==> src/rtl/display_pkg.sv <==
// Shared 640x480p60 timing constants and fetch FSM state type for the display controller.
package display_pkg;

    localparam int DISP_CORDW   = 10;
    localparam int DISP_H_RES   = 640;
    localparam int DISP_H_FP    = 16;
    localparam int DISP_H_SYNC  = 96;
    localparam int DISP_H_BP    = 48;
    localparam int DISP_V_RES   = 480;
    localparam int DISP_V_FP    = 10;
    localparam int DISP_V_SYNC  = 2;
    localparam int DISP_V_BP    = 33;
    localparam bit DISP_SYNC_POL = 1'b0;

    localparam int DISP_H_TOTAL = DISP_H_RES + DISP_H_FP + DISP_H_SYNC + DISP_H_BP;
    localparam int DISP_V_TOTAL = DISP_V_RES + DISP_V_FP + DISP_V_SYNC + DISP_V_BP;

    typedef enum logic [1:0] {
        IDLE  = 2'd0,
        REQ   = 2'd1,
        READY = 2'd2
    } fetch_state_t;

    // Inclusive window test used for the sync pulse ranges.
    function automatic logic in_span(input int unsigned v, input int unsigned lo,
                                     input int unsigned hi);
        return (v >= lo) && (v <= hi);
    endfunction

endpackage

==> src/rtl/display_480p_ctrl_if.sv <==
// Video/fetch bundle between the timing controller and its consumers.
// Carries underflow_cnt only when DISPLAY_UNDERFLOW_CNT_EN is defined.
interface display_480p_ctrl_if #(
    parameter int CORDW = 10
);
    logic [CORDW-1:0] sx;
    logic [CORDW-1:0] sy;
    logic             hsync;
    logic             vsync;
    logic             de;
    logic             frame;
    logic             line_req;
    logic [CORDW-1:0] line_y;
    logic             line_ack;
    logic             underflow;
`ifdef DISPLAY_UNDERFLOW_CNT_EN
    logic [15:0]      underflow_cnt;
`endif

    modport master (
        output sx, sy, hsync, vsync, de, frame, line_req, line_y, underflow,
`ifdef DISPLAY_UNDERFLOW_CNT_EN
        output underflow_cnt,
`endif
        input  line_ack
    );

    modport slave (
        input  sx, sy, hsync, vsync, de, frame, line_req, line_y, underflow,
`ifdef DISPLAY_UNDERFLOW_CNT_EN
        input  underflow_cnt,
`endif
        output line_ack
    );
endinterface

==> src/rtl/display_fetch_fsm.sv <==
// Per-line fetch handshake: asks for the next active line during horizontal
// blanking and flags an underflow when the ack misses the end of the line.
module display_fetch_fsm
    import display_pkg::*;
#(
    parameter int CORDW   = DISP_CORDW,
    parameter int H_RES   = DISP_H_RES,
    parameter int H_TOTAL = DISP_H_TOTAL,
    parameter int V_RES   = DISP_V_RES,
    parameter int V_TOTAL = DISP_V_TOTAL
) (
    input  logic             clk,
    input  logic             rst,
    input  logic [CORDW-1:0] sx_i,
    input  logic [CORDW-1:0] sy_i,
    input  logic [CORDW-1:0] next_sy_i,
    input  logic             line_ack_i,
    output logic             line_req_o,
    output logic [CORDW-1:0] line_y_o,
    output logic             underflow_o
);

    localparam logic [CORDW-1:0] H_RES_C  = CORDW'(H_RES);
    localparam logic [CORDW-1:0] H_LAST   = CORDW'(H_TOTAL - 1);
    localparam logic [CORDW-1:0] V_LAST   = CORDW'(V_TOTAL - 1);
    localparam logic [CORDW-1:0] V_RES_M1 = CORDW'(V_RES - 1);

    fetch_state_t     state_q, state_d;
    logic             line_req_q, line_req_d;
    logic [CORDW-1:0] line_y_q, line_y_d;
    logic             underflow_q, underflow_d;
    logic             fetch_line_s;
    logic             deadline_s;

    // Next-state, request line number and underflow decode.
    always_comb begin
        state_d      = state_q;
        line_y_d     = line_y_q;
        underflow_d  = 1'b0;
        // Next line is active when we are on the last line (wraps to 0) or below V_RES-1.
        fetch_line_s = (sy_i == V_LAST) || (sy_i < V_RES_M1);
        deadline_s   = (sx_i == H_LAST);
        case (state_q)
            IDLE: begin
                if ((sx_i == H_RES_C) && fetch_line_s) begin
                    state_d  = REQ;
                    line_y_d = next_sy_i;
                end else begin
                    state_d  = IDLE;
                end
            end
            REQ: begin
                // An ack on the deadline cycle still counts, and must not leave us in READY.
                if (line_ack_i) begin
                    state_d = deadline_s ? IDLE : READY;
                end else if (deadline_s) begin
                    state_d     = IDLE;
                    underflow_d = 1'b1;
                end else begin
                    state_d = REQ;
                end
            end
            READY: begin
                if (deadline_s) begin
                    state_d = IDLE;
                end else begin
                    state_d = READY;
                end
            end
            default: begin
                state_d = IDLE;
            end
        endcase
        line_req_d = (state_d == REQ);
    end

    // State and registered handshake outputs.
    always_ff @(posedge clk) begin
        if (rst) begin
            state_q     <= IDLE;
            line_req_q  <= 1'b0;
            line_y_q    <= '0;
            underflow_q <= 1'b0;
        end else begin
            state_q     <= state_d;
            line_req_q  <= line_req_d;
            line_y_q    <= line_y_d;
            underflow_q <= underflow_d;
        end
    end

    assign line_req_o  = line_req_q;
    assign line_y_o    = line_y_q;
    assign underflow_o = underflow_q;

endmodule

==> src/rtl/display_480p_ctrl.sv <==
// 640x480p60 timing controller: screen counters, syncs, data enable, frame strobe
// and line fetch handshake. DISPLAY_UNDERFLOW_CNT_EN adds a saturating underflow counter.
module display_480p_ctrl
    import display_pkg::*;
#(
    parameter int CORDW    = DISP_CORDW,
    parameter int H_RES    = DISP_H_RES,
    parameter int H_FP     = DISP_H_FP,
    parameter int H_SYNC   = DISP_H_SYNC,
    parameter int H_BP     = DISP_H_BP,
    parameter int V_RES    = DISP_V_RES,
    parameter int V_FP     = DISP_V_FP,
    parameter int V_SYNC   = DISP_V_SYNC,
    parameter int V_BP     = DISP_V_BP,
    parameter bit SYNC_POL = DISP_SYNC_POL
) (
    input  logic                clk_pix,
    input  logic                rst,
    input  logic                clk_pix_locked,
    display_480p_ctrl_if.master vid
);

    localparam int H_TOTAL = H_RES + H_FP + H_SYNC + H_BP;
    localparam int V_TOTAL = V_RES + V_FP + V_SYNC + V_BP;

    localparam logic [CORDW-1:0] H_LAST  = CORDW'(H_TOTAL - 1);
    localparam logic [CORDW-1:0] V_LAST  = CORDW'(V_TOTAL - 1);
    localparam logic [CORDW-1:0] H_RES_C = CORDW'(H_RES);
    localparam logic [CORDW-1:0] V_RES_C = CORDW'(V_RES);
    localparam int unsigned HS_START = H_RES + H_FP;
    localparam int unsigned HS_END   = H_RES + H_FP + H_SYNC - 1;
    localparam int unsigned VS_START = V_RES + V_FP;
    localparam int unsigned VS_END   = V_RES + V_FP + V_SYNC - 1;

    // Losing pixel clock lock is treated exactly like reset.
    logic hold_s;
    assign hold_s = rst | ~clk_pix_locked;

    logic [CORDW-1:0] sx_q, sx_d, sy_q, sy_d, next_sy_s;
    logic             hsync_q, hsync_d, vsync_q, vsync_d;
    logic             de_q, de_d, frame_q, frame_d;
    logic             line_req_s, underflow_s;
    logic [CORDW-1:0] line_y_s;

    // Counter advance and sync/enable decode from the current position.
    always_comb begin
        next_sy_s = (sy_q == V_LAST) ? '0 : sy_q + 1'b1;
        if (sx_q == H_LAST) begin
            sx_d = '0;
            sy_d = next_sy_s;
        end else begin
            sx_d = sx_q + 1'b1;
            sy_d = sy_q;
        end
        hsync_d = in_span(32'(sx_q), HS_START, HS_END) ? SYNC_POL : ~SYNC_POL;
        vsync_d = in_span(32'(sy_q), VS_START, VS_END) ? SYNC_POL : ~SYNC_POL;
        de_d    = (sx_q < H_RES_C) && (sy_q < V_RES_C);
        frame_d = (sx_q == '0) && (sy_q == '0);
    end

    // Counters plus the one-cycle-late video timing outputs.
    always_ff @(posedge clk_pix) begin
        if (hold_s) begin
            sx_q    <= '0;
            sy_q    <= '0;
            hsync_q <= ~SYNC_POL;
            vsync_q <= ~SYNC_POL;
            de_q    <= 1'b0;
            frame_q <= 1'b0;
        end else begin
            sx_q    <= sx_d;
            sy_q    <= sy_d;
            hsync_q <= hsync_d;
            vsync_q <= vsync_d;
            de_q    <= de_d;
            frame_q <= frame_d;
        end
    end

    display_fetch_fsm #(
        .CORDW   (CORDW),
        .H_RES   (H_RES),
        .H_TOTAL (H_TOTAL),
        .V_RES   (V_RES),
        .V_TOTAL (V_TOTAL)
    ) u_fetch (
        .clk         (clk_pix),
        .rst         (hold_s),
        .sx_i        (sx_q),
        .sy_i        (sy_q),
        .next_sy_i   (next_sy_s),
        .line_ack_i  (vid.line_ack),
        .line_req_o  (line_req_s),
        .line_y_o    (line_y_s),
        .underflow_o (underflow_s)
    );

    assign vid.sx        = sx_q;
    assign vid.sy        = sy_q;
    assign vid.hsync     = hsync_q;
    assign vid.vsync     = vsync_q;
    assign vid.de        = de_q;
    assign vid.frame     = frame_q;
    assign vid.line_req  = line_req_s;
    assign vid.line_y    = line_y_s;
    assign vid.underflow = underflow_s;

`ifdef DISPLAY_UNDERFLOW_CNT_EN
    logic [15:0] uf_cnt_q, uf_cnt_d;

    // Saturating count of underflow pulses.
    always_comb begin
        if (underflow_s && (uf_cnt_q != 16'hFFFF)) begin
            uf_cnt_d = uf_cnt_q + 16'd1;
        end else begin
            uf_cnt_d = uf_cnt_q;
        end
    end

    // Only a real reset clears the count; lock loss keeps the history.
    always_ff @(posedge clk_pix) begin
        if (rst) begin
            uf_cnt_q <= 16'd0;
        end else begin
            uf_cnt_q <= uf_cnt_d;
        end
    end

    assign vid.underflow_cnt = uf_cnt_q;
`endif

endmodule

==> src/flat_wrapper.sv <==
// flat-port wrapper written by rule: the top's interface ports become plain ports
module display_480p_ctrl_flat import display_pkg::*;
#(
    parameter int CORDW    = DISP_CORDW,
    parameter int H_RES    = DISP_H_RES,
    parameter int H_FP     = DISP_H_FP,
    parameter int H_SYNC   = DISP_H_SYNC,
    parameter int H_BP     = DISP_H_BP,
    parameter int V_RES    = DISP_V_RES,
    parameter int V_FP     = DISP_V_FP,
    parameter int V_SYNC   = DISP_V_SYNC,
    parameter int V_BP     = DISP_V_BP,
    parameter bit SYNC_POL = DISP_SYNC_POL
)
  (clk_pix, rst, clk_pix_locked, vid_sx, vid_sy, vid_hsync, vid_vsync, vid_de, vid_frame, vid_line_req, vid_line_y, vid_underflow, vid_line_ack);
  display_480p_ctrl_if #(.CORDW(CORDW)) vid_i ();
  input  logic clk_pix;
  input  logic rst;
  input  logic clk_pix_locked;
  output wire logic [$bits(vid_i.sx)-1:0] vid_sx;
  output wire logic [$bits(vid_i.sy)-1:0] vid_sy;
  output wire logic [$bits(vid_i.hsync)-1:0] vid_hsync;
  output wire logic [$bits(vid_i.vsync)-1:0] vid_vsync;
  output wire logic [$bits(vid_i.de)-1:0] vid_de;
  output wire logic [$bits(vid_i.frame)-1:0] vid_frame;
  output wire logic [$bits(vid_i.line_req)-1:0] vid_line_req;
  output wire logic [$bits(vid_i.line_y)-1:0] vid_line_y;
  output wire logic [$bits(vid_i.underflow)-1:0] vid_underflow;
  input wire logic [$bits(vid_i.line_ack)-1:0] vid_line_ack;
  assign vid_sx = vid_i.sx;
  assign vid_sy = vid_i.sy;
  assign vid_hsync = vid_i.hsync;
  assign vid_vsync = vid_i.vsync;
  assign vid_de = vid_i.de;
  assign vid_frame = vid_i.frame;
  assign vid_line_req = vid_i.line_req;
  assign vid_line_y = vid_i.line_y;
  assign vid_underflow = vid_i.underflow;
  assign vid_i.line_ack = vid_line_ack;
  display_480p_ctrl #(.CORDW(CORDW), .H_RES(H_RES), .H_FP(H_FP), .H_SYNC(H_SYNC), .H_BP(H_BP), .V_RES(V_RES), .V_FP(V_FP), .V_SYNC(V_SYNC), .V_BP(V_BP), .SYNC_POL(SYNC_POL)) u_core (.clk_pix(clk_pix), .rst(rst), .clk_pix_locked(clk_pix_locked), .vid(vid_i));
endmodule
==> config.mk <==
export PLATFORM = sky130hd
export DESIGN_NAME = display_480p_ctrl_flat
export DESIGN_NICKNAME = d
export VERILOG_FILES = /design/src/rtl/display_pkg.sv /design/src/rtl/display_480p_ctrl_if.sv /design/src/rtl/display_fetch_fsm.sv /design/src/rtl/display_480p_ctrl.sv /design/src/flat_wrapper.sv
export SDC_FILE = /design/constraint.sdc
export NUM_CORES = 1
export LEC_CHECK = 0
export BUFFER_PORTS_ARGS = -buffer_cell sky130_fd_sc_hd__buf_2
export CORE_MARGIN = 2
export CORE_UTILIZATION = 40
export CTS_BUF_LIST = sky130_fd_sc_hd__clkbuf_16
export DETAILED_ROUTE_END_ITERATION = 12
export PLACE_DENSITY = 0.61
export SYNTH_ARGS = -nofsm -noshare
export SYNTH_HDL_FRONTEND = slang
export SYNTH_HIERARCHICAL = 1
export SYNTH_SLANG_ARGS = --single-unit
==> constraint.sdc <==
create_clock -name clk_pix -period 4.9 [get_ports clk_pix]
set_input_delay 0 -clock clk_pix [delete_from_list [all_inputs] [get_ports clk_pix]]
set_output_delay 0 -clock clk_pix [all_outputs]
set_load 0.03 [all_outputs]
==> results.cfg, run 1 <==
[critical_path]
cpPeakStageDelay_ns = 0.65
critPathTopFamily = compound AO/OA/AOI/OAI gates
cp_slowest_cell = a221oi_4
end_kind = register
worst_r2r_path_depth = 4
crit_path_start_kind = register
cp.buffers_inverters = 0
crit_required_ns = 5.10
r2r_start = u_core/vid.sx[7]$_SDFF_PP0_
worstPathCellList = nor3b_1 > nand4_1 > a221oi_4 > mux2i_1
crit_fanout = 12
startpoint = u_core/vid.sx[7]$_SDFF_PP0_
worstSetupPathType = reg2reg
arrival_ns = 2.23
crit_cells = 4

[floorplanning]
start_util_pct = 40.9
die_x_microns = 75.6
coreArea_sq_um = 5010
fp.dieH_microns = 75.6
die-area_sq_um = 5710
io_pins = 40
std_cell_rows = 26

[worst_hold_path]
holdPathStages = 3
hold_start = vid_line_ack
holdCritPathClass = in2reg

[clocking]
cts_hold_buffers = 0
cts_tree = done
clkLatencyLatePin_ns = 0.28
numCtsBuffers = 5
cts_setup_buffers = 0
clockRootBuffer = clkbuf_16
clk_pin_slew_ns = 0.06
ctsResizeCount = 0
cts_sinks = 38
cts_buffer_depth = 2
h-tree-depth = 2

[logic_synthesis]
ys.warnings.count = 6
synth_top_area_share_pct = 37.1
synthCells = 240
syn_nets = 249
ys_seq_area_share_pct = 37.1
synthFlopType = dfxtp_1
synth_edf_count = 0
ys_seq_elements = 38
synth_area_sq_um = 2050
async_flop_share_pct = 0
synthDistinctLibCells = 52
avgSynthCellArea_sq_um = 8.54
synth_top_area_cell = dfxtp_1
synth_area_leaders = dfxtp_1 (37%), nand2_1 (7.3%), mux2i_1 (5.9%)

[power_and_ir_drop]
powerDensity_nw_per_um2 = 269
total_power_w = 0.000637
power_frac_clock_pct = 48.1
comb_power_share_pct = 2.9
seqPwrFrac_pct = 49.0
switching_power_w = 0.000136
max-vdd-ir-drop_uv = 212
intPower_w = 0.000501
swShare_pct = 21.3
p_leak_nw = 0.932

[drt]
routed-via-count = 1786
wirelength_mm = 4.81
wl_per_cell_microns = 14.0
drc = 0
postRouteAntennaNets = 0
vias_per_cell = 5.21
dr.pass1.iters = 4
drtIter0Drc = 177

[placement]
gp_congestion = 0.804
io_buffer_count = 39
dp_hpwl_mm = 3.28

[run_status]
status = finished clean

[job]
cap_violations = 0

[finish]
antennaDiodeCount = 0
final_cell_mix = nand2_1 (40), buf_2 (39), dfxtp_1 (38)
final_common_cell = nand2_1
areaGrowthSynthToFinish_pct = 15.8
layout-drive-gt1-share_pct = 21.2
nNetsFinal = 281

[sta]
rsz0062_at_grt = false
tightest_slew_ns = 0.787
skew_ns = 0.00212
finalMaxSlewViolations = 0
layout_min_cycle_time_ns = 2.03
hold_viol = 0
max_freq_ghz = 0.492
tns_ns = 0
setup_viol = 0
period_share_pct = 41.5
max-slew-margin-rel_pct = 47.6

[global_routing]
grt_start_max_net_pins = 23
track_usage_pct = 18.7
antenna_found_initial = 0
grt_pass1_vias = 1654
overflow = 0
grt_pass1_wl_mm = 8.05
## sequential cells by signal, indices dropped and copies added (netlist names)
| register | cells |
|---|---|
| u_core/u_fetch/line_req_o | 1 |
| u_core/u_fetch/line_y_o | 10 |
| u_core/u_fetch/state_q | 2 |
| u_core/u_fetch/underflow_o | 1 |
| u_core/vid.de | 1 |
| u_core/vid.frame | 1 |
| u_core/vid.hsync | 1 |
| u_core/vid.sx | 10 |
| u_core/vid.sy | 10 |
| u_core/vid.vsync | 1 |
## cell usage after synthesis (4+ instances only)
| master | count |
|---|---|
| dfxtp_1 | 38 |
| mux2i_1 | 12 |
| xnor2_1 | 7 |
| xor2_1 | 5 |
| ha_1 | 5 |
| nand3_1 | 14 |
| o21ai_0 | 5 |
| nand4_1 | 7 |
| inv_1 | 8 |
| nor3_1 | 9 |
| clkbuf_1 | 4 |
| buf_2 | 5 |
| nor2_1 | 21 |
| nand2_1 | 40 |
| o211ai_1 | 6 |
## power groups by stage
stage	registers, W	logic (W)	clock network (W)
after floorplan	0.000322	0.0000104	0
after global placement	0.000319	0.0000187	0
after detailed placement	0.000319	0.0000188	0
after CTS	0.000312	0.0000189	0.000319
after global routing	0.000313	0.0000206	0.000332
final	0.000312	0.0000186	0.000306
## final cells by class
| cell class | instances | area [sq um] |
|---|---|---|
| repair buffers | 39 | 195 |
| well taps | 70 | 87.6 |
| clock buffers | 5 | 125 |
| clock inverters | 3 | 16.3 |
| inverters | 8 | 30.0 |
| fillers | 532 | 2640 |
| multi-input cells | 180 | 1160 |
| flip-flops and latches | 38 | 761 |
## layer usage
| metal | vias up | routed length [microns] | GRT usage (%) |
|---|---|---|---|
| li1 | 904 | - | - |
| met1 | 827 | 2410 | 27.4 |
| met2 | 50 | 2060 | 26.3 |
| met3 | 5 | 277 | 4.76 |
| met4 | 0 | 55 | 6.82 |
| met5 | - | 0 | 0 |
## worst reg2reg max path, delay by kind of cell (launching register included)
kind | cells | cell delay, ns
compound gates | 1 | 0.65
flops | 1 | 0.58
simple gates | 2 | 0.43
mux | 1 | 0.30
## cell families (layout without fill, tap and decap cells)
logic type	Yosys count	after routing	share of synthesized area [%]
and+or+nand+nor	127	127	33.1
DFF	38	38	37.1
AOI/OAI and AO/OA	24	24	9.40
buffers and inverters	22	55	6.35
xor gates and xnor gates	12	12	5.13
muxes	12	12	5.86
adders and majority gates	5	5	3.05
## worst paths after layout
check,to,slack [ns]
setup / recovery,u_core/u_fetch/line_y_o[7]$_SDFFE_PP0P_,2.87
hold / removal,u_core/u_fetch/underflow_o$_SDFF_PP0_,0.04
setup reg to reg,u_core/u_fetch/line_y_o[7]$_SDFFE_PP0P_,2.87
hold reg to reg,u_core/u_fetch/line_y_o[5]$_SDFFE_PP0P_,0.45
## stage by stage
step	hold WS (ns)	setup slack [ns]	utilization, %	instance area (sq um)	std cells
2_1_floorplan	0.203	3.06	-	2050	240
3_3_place_gp	0.320	2.93	44.6	2230	335
3_5_place_dp	0.331	2.86	44.6	2230	335
4_1_cts	0.0353	2.85	47.4	2370	343
5_1_grt	0.0451	2.68	47.4	2370	343
6_report	0.0367	2.87	47.4	2370	343
Note: power is estimated with default switching activity, not from simulation.
==> run 2, diff against run 1 <==
- ABC_AREA: unset -> 1
- clock period: 4.9 -> 2.1 ns (I/O delays scaled with it)
==> run 2 against run 1 <==
Wire length increased by 0.98%; via count up 7.6%; total power grew 130%; final cell count grew 21%; non-clock buffer count increased by 2; clock power increased by 140%; sequential share of layout area decreased by 0.68 points; clock skew rose by 0.0020 ns; sequential power is 130% higher; final area up 2.2%; sequential cell count did not move; largest cell class unchanged; largest power group unchanged.
==> results.cfg, run 2 <==
[run_status]
status = finished clean

[critical_path]
crit_end = u_core/vid.sy[2]$_SDFFE_PP0N_
cp_slowest_cell = dfxtp_1
end_kind = register
r2r-end = u_core/vid.sy[2]$_SDFFE_PP0N_
r2r_start = u_core/vid.sx[0]$_SDFF_PP0_
crit_fanout = 12
crit_required_ns = 2.26
r2r_setup_slack_ns = 0.40
cpPeakStageDelay_ns = 0.49
crit_path_start_kind = register
worstSetupPathType = reg2reg
startpoint = u_core/vid.sx[0]$_SDFF_PP0_
arrival_ns = 1.86
worst_r2r_path_depth = 6
worstPathCellList = ha_1 > nand3_2 > nor2_4 > nand2_4 > nand2_2 > o21ai_0

[logic_synthesis]
synthAdderAreaFrac_pct = 3.10
synth_area_leaders = dfxtp_1 (38%), nand2_1 (14%), nor2_1 (9.5%)
synth_top_family_by_area = simple AND/OR/NAND/NOR gates
ys_seq_elements = 38
synthDistinctLibCells = 31
ys.warnings.count = 6
yosys.area_share.simple_pct = 38.8
yosysMostFrequentCell = nand2_1
async_flop_share_pct = 0
synth_commonest_cells = nand2_1 (78), nor2_1 (51), inv_1 (49), dfxtp_1 (38), nand3_1 (19)
synth_top_area_share_pct = 37.7
avgSynthCellArea_sq_um = 6.66
synth_area_sq_um = 2020
synth_edf_count = 0
synth_top_area_cell = dfxtp_1
synthCells = 303
synth_compound_area_share_pct = 6.13
muxShareOfSynthArea_pct = 0
synthFlopType = dfxtp_1
syn_nets = 312
ys_seq_area_share_pct = 37.7
synth_xor_area_share_pct = 3.04

[drt]
dr.pass1.iters = 4
wirelength_mm = 4.85
drtIter0Drc = 157
vias_per_cell = 4.63
postRouteAntennaNets = 0
drc = 0
wl_per_cell_microns = 11.7
routed-via-count = 1921

[clocking]
clk_pin_slew_ns = 0.06
clockRootBuffer = clkbuf_16
cts_tree = done
cts_setup_buffers = 0
numCtsBuffers = 5
cts_buffer_depth = 2
ctsResizeCount = 0
h-tree-depth = 2
clkLatencyLatePin_ns = 0.28
cts_sinks = 38

[power_and_ir_drop]
powerDensity_nw_per_um2 = 618
max-vdd-ir-drop_uv = 308
p_leak_nw = 1.24

[floorplanning]
io_pins = 40
std_cell_rows = 25
coreArea_sq_um = 4790
fp.dieH_microns = 75.1
die-area_sq_um = 5630
die_x_microns = 75.1
start_util_pct = 42.2

[sta]
layout_min_cycle_time_ns = 1.70
max_freq_ghz = 0.587
period_share_pct = 81.1
tightest_slew_ns = 0.419
max-slew-margin-rel_pct = 72.0
tns_ns = 0
skew_ns = 0.00408
rsz0062_at_grt = false
setup_viol = 0
finalMaxSlewViolations = 0
hold_viol = 0
finalWorstSetupSlack_ns = 0.397

[finish]
nNetsFinal = 356
areaGrowthSynthToFinish_pct = 20.1
layout-drive-gt1-share_pct = 18.4
n_fill_cell = 499
antennaDiodeCount = 0
final_cell_mix = nand2_1 (78), nor2_1 (51), inv_1 (49)
final_common_cell = nand2_1

[global_routing]
grt_pass1_vias = 1728
grt_pass1_wl_mm = 8.05
grt_start_max_net_pins = 23
track_usage_pct = 18.9
antenna_found_initial = 0
overflow = 0

[placement]
preCtsSetupSlack_ns = 0.406
dp_hpwl_mm = 3.49
gp_congestion = 0.833
io_buffer_count = 39

[worst_hold_path]
holdCritPathClass = in2reg

[job]
cap_violations = 0
run 2: area by class of cell:
type	count	area (sq um)	share of cell area, %
multi-input combinational	209	1030	42.5
sequential	38	761	31.4
timing repair buffer	41	213	8.77
inverter	52	195	8.05
clock buffer	5	125	5.16
tap	67	83.8	3.46
clock inverter	3	16.3	0.671
run 2: routing by layer:
| metal | global-route usage, % | wire [microns] | up-vias |
|---|---|---|---|
| met5 | 0 | 0 | - |
| met4 | 6.55 | 58 | 0 |
| met3 | 5.49 | 313 | 6 |
| met2 | 29.2 | 2170 | 48 |
| met1 | 25.2 | 2310 | 846 |
| li1 | - | - | 1021 |
run 2: repair_timing:
| action | 4_1_cts | 5_1_grt |
|---|---|---|
| endpoints found under the setup margin | 0 | 0 |
| endpoints found under the hold margin | 1 | 0 |
| hold buffers | 1 | 0 |
run 2: how the worst min path moves through the flow:
| stage | start | end | cells after the start |
|---|---|---|---|
| finish | rst | u_core/vid.hsync$_SDFF_PP1_ | 4 |
| global route | rst | u_core/vid.hsync$_SDFF_PP1_ | 4 |
| CTS | rst | u_core/vid.hsync$_SDFF_PP1_ | 4 |
| detailed placement | vid_line_ack | u_core/u_fetch/state_q[1]$_SDFF_PP0_ | 3 |
| global placement | vid_line_ack | u_core/u_fetch/state_q[1]$_SDFF_PP0_ | 3 |
| floorplan | vid_line_ack | u_core/u_fetch/state_q[1]$_SDFF_PP0_ | 2 |
run 2: cell families (layout without fill, tap and decap cells):
family                   count (synthesis)  after routing
flip-flops                              38             38
AND/OR/NAND/NOR                        176            176
XOR/XNOR                                 7              7
AO/OA/AOI/OAI                           21             21
adder cells (fa/ha/maj)                  5              5
buffers and inverters                   56            101
run 2: report_power, final:
group | switching [W] | internal, W
Sequential | 0.00000430 | 0.000725
Combinational | 0.0000318 | 0.0000137
Clock | 0.000290 | 0.000433
run 2: worst max-delay path: cells and delay by family, from the launching register on:
kind | cells | cell delay (ns)
AOI/OAI and AO/OA | 1 | 0.12
DFF | 1 | 0.49
and+or+nand+nor | 4 | 0.70
adders and majority gates | 1 | 0.26
run 2: per-stage QoR:
step                util [%]  hold slack [ns]  instance area, sq um  std cells  total power (W)
global route            50.7            0.193                  2420        415          0.00155
floorplan                  -            0.155                  2020        303         0.000776
CTS                     50.7            0.166                  2420        415          0.00152
finish                  50.7            0.166                  2420        415          0.00150
global placement        47.5            0.275                  2270        406         0.000789
detailed placement      47.5            0.279                  2270        406         0.000790
==> run 3, diff against run 2 <==
- clock period: 2.1 -> 1.7 ns (I/O delays scaled with it)
==> run 3 against run 2 <==
Sequential cell count unchanged; final cell count up 1.9%; total power up 34%; non-clock buffer count up 8; combinational power up 34%; highest routed layer unchanged.
==> results.cfg, run 3 (synthesis gave the netlist of run 2 again) <==
[run_status]
status = finished clean

[clocking]
clkLatencyLatePin_ns = 0.28
cts_tree = done
h-tree-depth = 2
clockRootBuffer = clkbuf_16
clk_pin_slew_ns = 0.05
cts_sinks = 38
cts_buffer_depth = 2
numCtsBuffers = 5

[sta]
skew_ns = 0.00509
hold_viol = 0
max_freq_ghz = 0.632
finalMaxSlewViolations = 0
max-slew-margin-rel_pct = 76.6
tns_ns = 0
tightest_slew_ns = 0.348
period_share_pct = 93.1
setup_viol = 0
finalWorstSetupSlack_ns = 0.118
layout_min_cycle_time_ns = 1.58
rsz0062_at_grt = false

[floorplanning]
die_x_microns = 75.1
io_pins = 40
fp.dieH_microns = 75.1
die-area_sq_um = 5630
std_cell_rows = 25
start_util_pct = 42.2
coreArea_sq_um = 4790

[critical_path]
arrival_ns = 1.74
crit_required_ns = 1.86
cpPeakStageDelay_ns = 0.42
cp.buffers_inverters = 0
critPathTopFamily = simple AND/OR/NAND/NOR gates
crit_fanout = 12
cp_slowest_cell = dfxtp_1
worstSetupPathType = reg2reg
end_kind = register
worstPathCellList = ha_1 > nand3_2 > nor2_4 > nand2_4 > nand2_2 > o21ai_0
crit_path_start_kind = register

[finish]
final_common_cell = nand2_1
layout-drive-gt1-share_pct = 20.8
stdcell_count = 423
nNetsFinal = 364
areaGrowthSynthToFinish_pct = 24.3
final_cell_mix = nand2_1 (77), nor2_1 (51), inv_1 (49)
antennaDiodeCount = 0

[global_routing]
grt_pass1_wl_mm = 7.68
overflow = 0
grt_pass1_vias = 1639
track_usage_pct = 17.7
antenna_found_initial = 0
grt_start_max_net_pins = 13

[drt]
dr.pass1.iters = 4
wirelength_mm = 4.83
drtIter0Drc = 172
postRouteAntennaNets = 0
routed-via-count = 1960
drc = 0
vias_per_cell = 4.63
wl_per_cell_microns = 11.4

[power_and_ir_drop]
p_leak_nw = 1.30
powerDensity_nw_per_um2 = 797
max-vdd-ir-drop_uv = 486

[worst_hold_path]
holdCritPathClass = in2reg

[placement]
gp_congestion = 0.848
preCtsSetupSlack_ns = 0.138
dp_cells = 414
dp_hpwl_mm = 3.53
io_buffer_count = 39

[job]
cap_violations = 0
==> run 3: report_power, final <==
part | total, W | switching (W) | internal (W) | leakage (nW)
registers | 0.000898 | 0.00000275 | 0.000896 | 0.307
logic | 0.0000608 | 0.0000423 | 0.0000185 | 0.908
clock network | 0.00104 | 0.000356 | 0.000686 | 0.0836
total | 0.00200 | 0.000401 | 0.00160 | 1.30
==> run 3: layer usage <==
metal	vias to the layer above	routed length [microns]	part of all wire [%]	GRT usage [%]
met5	-	0	0	0
met4	0	25	0.52	4.96
met3	4	233	4.8	4.02
met2	48	2140	44	27.3
met1	864	2420	50	25.0
li1	1044	-	-	-
==> run 3: tightest hold or removal path, stage by stage <==
cell and delay, ns:
buf_2 0.08, nor2_2 0.04, inv_1 0.15, a211oi_1 0.07
==> run 3: repair_timing <==
action                                 in CTS  in global routing
setup buffers                               0                  0
gates resized for setup                     0                  1
endpoints found under the hold margin       1                  0
setup endpoints to repair                   0                  1
hold buffers                                1                  0
==> run 3: area by class of cell <==
class / count / area, sq um
fillers: 499 / 2270
multi-input cells: 209 / 1030
flip-flops and latches: 38 / 761
repair buffers: 49 / 273
inverters: 52 / 195
clock buffers: 5 / 125
well taps: 67 / 83.8
clock inverters: 3 / 40.0
==> run 3: path summary, 6_finish.rpt <==
path                                                               from                                 endpoint  slack, ns  cells past startpoint
worst max-delay path                        u_core/vid.sx[1]$_SDFF_PP0_            u_core/vid.sy[2]$_SDFFE_PP0N_       0.12                      6
worst min-delay path                                                rst     u_core/u_fetch/state_q[1]$_SDFF_PP0_       0.12                      4
worst max register to register              u_core/vid.sx[1]$_SDFF_PP0_            u_core/vid.sy[2]$_SDFFE_PP0N_       0.12                      6
worst min register to register  u_core/u_fetch/line_y_o[7]$_SDFFE_PP0P_  u_core/u_fetch/line_y_o[7]$_SDFFE_PP0P_       0.51                      4
==> run 3: per-stage QoR <==
step           area [sq um]  hold WS [ns]  power (W)  utilization, %
2_1_floorplan          2020         0.155   0.000959               -
3_3_place_gp           2330         0.279   0.000977            48.8
3_5_place_dp           2330         0.285   0.000977            48.8
4_1_cts                2510         0.121    0.00202            52.4
5_1_grt                2510         0.159    0.00206            52.5
6_report               2510         0.125    0.00200            52.5
